--- src/rtl/id_tx.sv ---
// id_tx: serialises one captured ID word as start(0), data LSB first, even parity, stop(1).
// Latency: TXD/BUSY change on the edge that accepts START; frame is (ID_WIDTH+3)*CLKS_PER_BIT cycles.
// Backpressure: START is level-sampled only when idle or on the final stop-bit edge; otherwise ignored.
//
// Ports:
//   CLK    in   single clock, rising-edge
//   RESET  in   synchronous, active-high; overrides START
//   ID     in   ID_WIDTH identifier word, sampled only when a frame is accepted
//   START  in   request one frame
//   TXD    out  serial line, idle high
//   BUSY   out  high while a frame is in progress
//   DONE   out  one-cycle pulse after the stop bit completes
module id_tx #(
  parameter int CLKS_PER_BIT = 4,
  parameter int ID_WIDTH     = 8
) (
  input  logic                CLK,
  input  logic                RESET,
  input  logic [ID_WIDTH-1:0] ID,
  input  logic                START,
  output logic                TXD,
  output logic                BUSY,
  output logic                DONE
);

  localparam int IW = (ID_WIDTH > 1) ? $clog2(ID_WIDTH) : 1;

  typedef enum logic [2:0] {
    IDLE,
    START_BIT,
    DATA,
    PARITY,
    STOP
  } state_t;

  state_t              state;
  logic [7:0]          baud;
  logic [IW-1:0]       bit_idx;
  logic [ID_WIDTH-1:0] shreg;
  logic                parity;

  logic                bit_end;
  logic [ID_WIDTH-1:0] shreg_nxt;

  assign bit_end   = (baud == 8'(CLKS_PER_BIT - 1));
  assign shreg_nxt = shreg >> 1;

  always_ff @(posedge CLK) begin
    if (RESET) begin
      state   <= IDLE;
      TXD     <= 1'b1;
      BUSY    <= 1'b0;
      DONE    <= 1'b0;
      baud    <= '0;
      bit_idx <= '0;
      shreg   <= '0;
      parity  <= 1'b0;
    end else begin
      DONE <= 1'b0;
      case (state)
        IDLE: begin
          if (START) begin
            shreg   <= ID;
            parity  <= ^ID;
            baud    <= '0;
            bit_idx <= '0;
            state   <= START_BIT;
            TXD     <= 1'b0;
            BUSY    <= 1'b1;
          end else begin
            TXD  <= 1'b1;
            BUSY <= 1'b0;
          end
        end

        START_BIT: begin
          if (bit_end) begin
            baud  <= '0;
            state <= DATA;
            TXD   <= shreg[0];
          end else begin
            baud <= baud + 8'd1;
          end
        end

        DATA: begin
          if (bit_end) begin
            baud <= '0;
            if (bit_idx == IW'(ID_WIDTH - 1)) begin
              state <= PARITY;
              TXD   <= parity;
            end else begin
              // TXD always mirrors shreg[0]; shift and present the next bit together.
              bit_idx <= bit_idx + 1'b1;
              shreg   <= shreg_nxt;
              TXD     <= shreg_nxt[0];
            end
          end else begin
            baud <= baud + 8'd1;
          end
        end

        PARITY: begin
          if (bit_end) begin
            baud  <= '0;
            state <= STOP;
            TXD   <= 1'b1;
          end else begin
            baud <= baud + 8'd1;
          end
        end

        STOP: begin
          if (bit_end) begin
            baud <= '0;
            DONE <= 1'b1;
            // A START present as the stop bit ends chains the next frame directly,
            // so its start bit occupies the DONE cycle and no idle-high gap appears.
            if (START) begin
              shreg   <= ID;
              parity  <= ^ID;
              bit_idx <= '0;
              state   <= START_BIT;
              TXD     <= 1'b0;
            end else begin
              state <= IDLE;
              TXD   <= 1'b1;
              BUSY  <= 1'b0;
            end
          end else begin
            baud <= baud + 8'd1;
          end
        end

        default: begin
          state <= IDLE;
          TXD   <= 1'b1;
          BUSY  <= 1'b0;
        end
      endcase
    end
  end

endmodule
--- config.mk ---
export PLATFORM = sky130hd
export DESIGN_NAME = id_tx
export DESIGN_NICKNAME = d
export VERILOG_FILES = /design/src/rtl/id_tx.sv
export SDC_FILE = /design/constraint.sdc
export NUM_CORES = 1
export LEC_CHECK = 0
export CORE_MARGIN = 2
export CORE_UTILIZATION = 31
export DETAILED_ROUTE_END_ITERATION = 8
export PLACE_DENSITY_LB_ADDON = 0.15
export SLEW_MARGIN = 20
export SYNTH_ARGS = -nofsm -noshare
export SYNTH_HDL_FRONTEND = slang
export SYNTH_SLANG_ARGS = --single-unit
--- constraint.sdc ---
create_clock -name CLK -period 3.6 [get_ports CLK]
set_clock_uncertainty 0.1 [all_clocks]
set_input_delay 0.54 -clock CLK [delete_from_list [all_inputs] [get_ports CLK]]
set_output_delay 0.54 -clock CLK [all_outputs]
set_load 0.01 [all_outputs]
==> results_dict.tcl <==
set metrics [dict create \
    crit_chain "ha_1 -> ha_1 -> or4b_1 -> o32a_1 -> o311a_1" \
    cts_tree "yes" \
    dp_slack_ns 1.13 \
    p_per_area_nw_per_um2 356 \
    wl_per_cell_um 14.7 \
    die_height_um 73.3 \
    fin_cells 218 \
    initial_core_util 0.318 \
    synth_seq_cells 26 \
    async_reset_ff_frac 0 \
    grt_usage 0.127 \
    grt-ovfl-total 0 \
    syn_to_final_growth_pct 13.1 \
    yosys.area.top_type "dfxtp_1" \
    grt_first_pass_wirelength_mm 5.42 \
    crit_arrival_ns 2.52 \
    drive_gt1_frac 0.152 \
    slew_violations 0 \
    synth_edf_count 0 \
    worst_slew_pin_slew_ns 1.07 \
    grt_pass1_vias 1150 \
    cts_resized 0 \
    finalCriticalPeriod_ns 2.45 \
    coreArea_um2 4690 \
    cts_hold_buffers 0 \
    worst_slew_margin_rel 0.288 \
    numCtsBuffers 3 \
    cpMostUsedCell "ha_1" \
    vdd_drop_max_mv 0.139 \
    synth.cells.most_frequent "26 x dfxtp_1, 13 x a21oi_1, 8 x mux2_2, 8 x o311a_1" \
    multi_input_area_um2 893 \
    drv_cap 0 \
    worstPathRequired_ns 3.67 \
    fillers 484 \
    min_path_type "reg2reg" \
    num_rows 25 \
    drt_iter0_markers 72 \
    fmax_mhz 408 \
    drc 0 \
    period_share 0.681 \
    power.total_uw 601 \
    hold_violations 0 \
    rsz0062_at_grt "false" \
    finalSetupTns_ns 0 \
    cpLargestDelayFamily "compound AO/OA/AOI/OAI gates" \
    r2r_cells 5 \
    h-tree-depth 1 \
    synth_cell_types 45 \
    dp_cells 214 \
    cts_num_sinks 26 \
    cellLeakagePower_uw 0.000601 \
    placed_area_um2 1630 \
    yosysSeqAreaShare 0.349 \
    crit_path_max_incr_delay_ns 0.56 \
    end_kind "flip-flop" \
    yosysMostFrequentCell "dfxtp_1" \
    final_cell_area_um2 1690 \
    cts_root_buffer "clkbuf_8" \
    finalSetupViolations 0 \
    cts_buffer_depth 2 \
    syn_nets 170 \
    synth.avg_cell_area_um2 9.55 \
    post_cts.repair.setup_buffers 0 \
    synth_ff_type "dfxtp_1" \
    syn_area_um2 1490 \
    via_per_inst 5.62 \
    yosysTopAreaCellShare 0.349 \
    syn_inst 156 \
    cp_slowest_cell "o32a_1" \
    cp.depth 5 \
    antenna_found_initial 0 \
    grt_max_degree 20 \
    vias 1226 \
    status "finished, final reports clean" \
    dr.pass1.iters 4 \
    ant_nets 0 \
    port_buffers 13 \
    fp.dieW_um 73.3 \
    criticalPathCategory "reg2reg" \
    gp_congestion 0.762 \
    clock_latency_ns 0.27 \
    dieArea_um2 5380 \
    io-pin-count 14 \
    path_clk_slew_ns 0.09 \
    seqCellArea_um2 520 \
    path_buf_inv 0 \
    start_kind "flip-flop" \
    place_hpwl_mm 2.26 \
    drt-total-wl_mm 3.21 \
    setup_slack_ns 1.15 \
    synthTopCellsByArea "dfxtp_1 35%, mux2_2 6.0%, o311a_1 5.4%" \
    hold_depth 2 \
    worstPathMaxFanout 17 \
    diodes 0 \
    nNetsFinal 179 \
    yosysWarnings 0 \
]
[layout make-up]
type | count | area share
clock buffer | 4 | 0.0327
sequential | 26 | 0.309
inverter | 3 | 0.00668
timing repair buffer | 14 | 0.0817
tap | 54 | 0.0401
multi-input combinational | 117 | 0.530
[layer usage]
layer | part of all wire | global-route usage | wire (um)
met4 | 0.0075 | 0.0364 | 24
met2 | 0.44 | 0.197 | 1420
met5 | 0 | 0 | 0
met3 | 0.034 | 0.0206 | 109
met1 | 0.51 | 0.182 | 1650
[stage by stage]
stage / hold WS [ns] / util
after floorplan: 0.346 / -
after global routing: 0.414 / 0.359
after CTS: 0.391 / 0.359
after global placement: 0.367 / 0.347
after detailed placement: 0.377 / 0.347
final: 0.387 / 0.359
[cell families (layout without fill, tap and decap cells)]
family / Yosys count / in the layout / synth area share
DFF: 26 / 26 / 0.349
adders and majority gates: 3 / 3 / 0.0252
buffers and inverters: 13 / 21 / 0.0512
AOI/OAI and AO/OA: 55 / 55 / 0.292
muxes: 9 / 9 / 0.0672
and+or+nand+nor: 42 / 42 / 0.168
xor gates and xnor gates: 8 / 8 / 0.0470
[flip-flops by register name, indices dropped and copies added, names as in the netlist]
| signal | count |
|---|---|
| TXD | 1 |
| baud | 8 |
| DONE | 1 |
| state | 3 |
| bit_idx | 3 |
| parity | 1 |
| BUSY | 1 |
| shreg | 8 |
[power by group]
group	switching (uW)	internal [uW]	total, uW
Combinational	47.8	51.3	99.1
Sequential	9.21	301	310
Clock	94.0	97.8	192
Total	151	450	601
[cell usage in the layout (no fill, tap or decap), types with 3 or more instances in the layout]
master           netlist  final
dfxtp_1               26     26
a21oi_1               13     13
clkdlybuf4s50_1        0     13
o311a_1                8      8
mux2_2                 8      8
nand2_1                7      7
o21bai_2               7      7
o21ai_0                6      6
xnor2_1                6      6
a311oi_1               6      6
nor3_1                 5      5
nor2_1                 5      5
nand3_1                4      4
clkbuf_8               0      4
nor2b_1                3      3
and3_1                 3      3
nand2b_1               3      3
ha_1                   3      3
[final timing paths]
check / startpoint / endpoint / slack, ns
setup / recovery: bit_idx[0] / shreg[2] / 1.15
hold / removal: bit_idx[1] / bit_idx[1] / 0.39
setup reg to reg: bit_idx[0] / shreg[2] / 1.15
hold reg to reg: bit_idx[1] / bit_idx[1] / 0.39
[worst register-to-register path, cell delays in order (launching register included)]
cell and delay (ns):
dfxtp_1 0.33, ha_1 0.20, ha_1 0.22, or4b_1 0.51, o32a_1 0.56, o311a_1 0.43
Power figures use the tool's default switching activity.
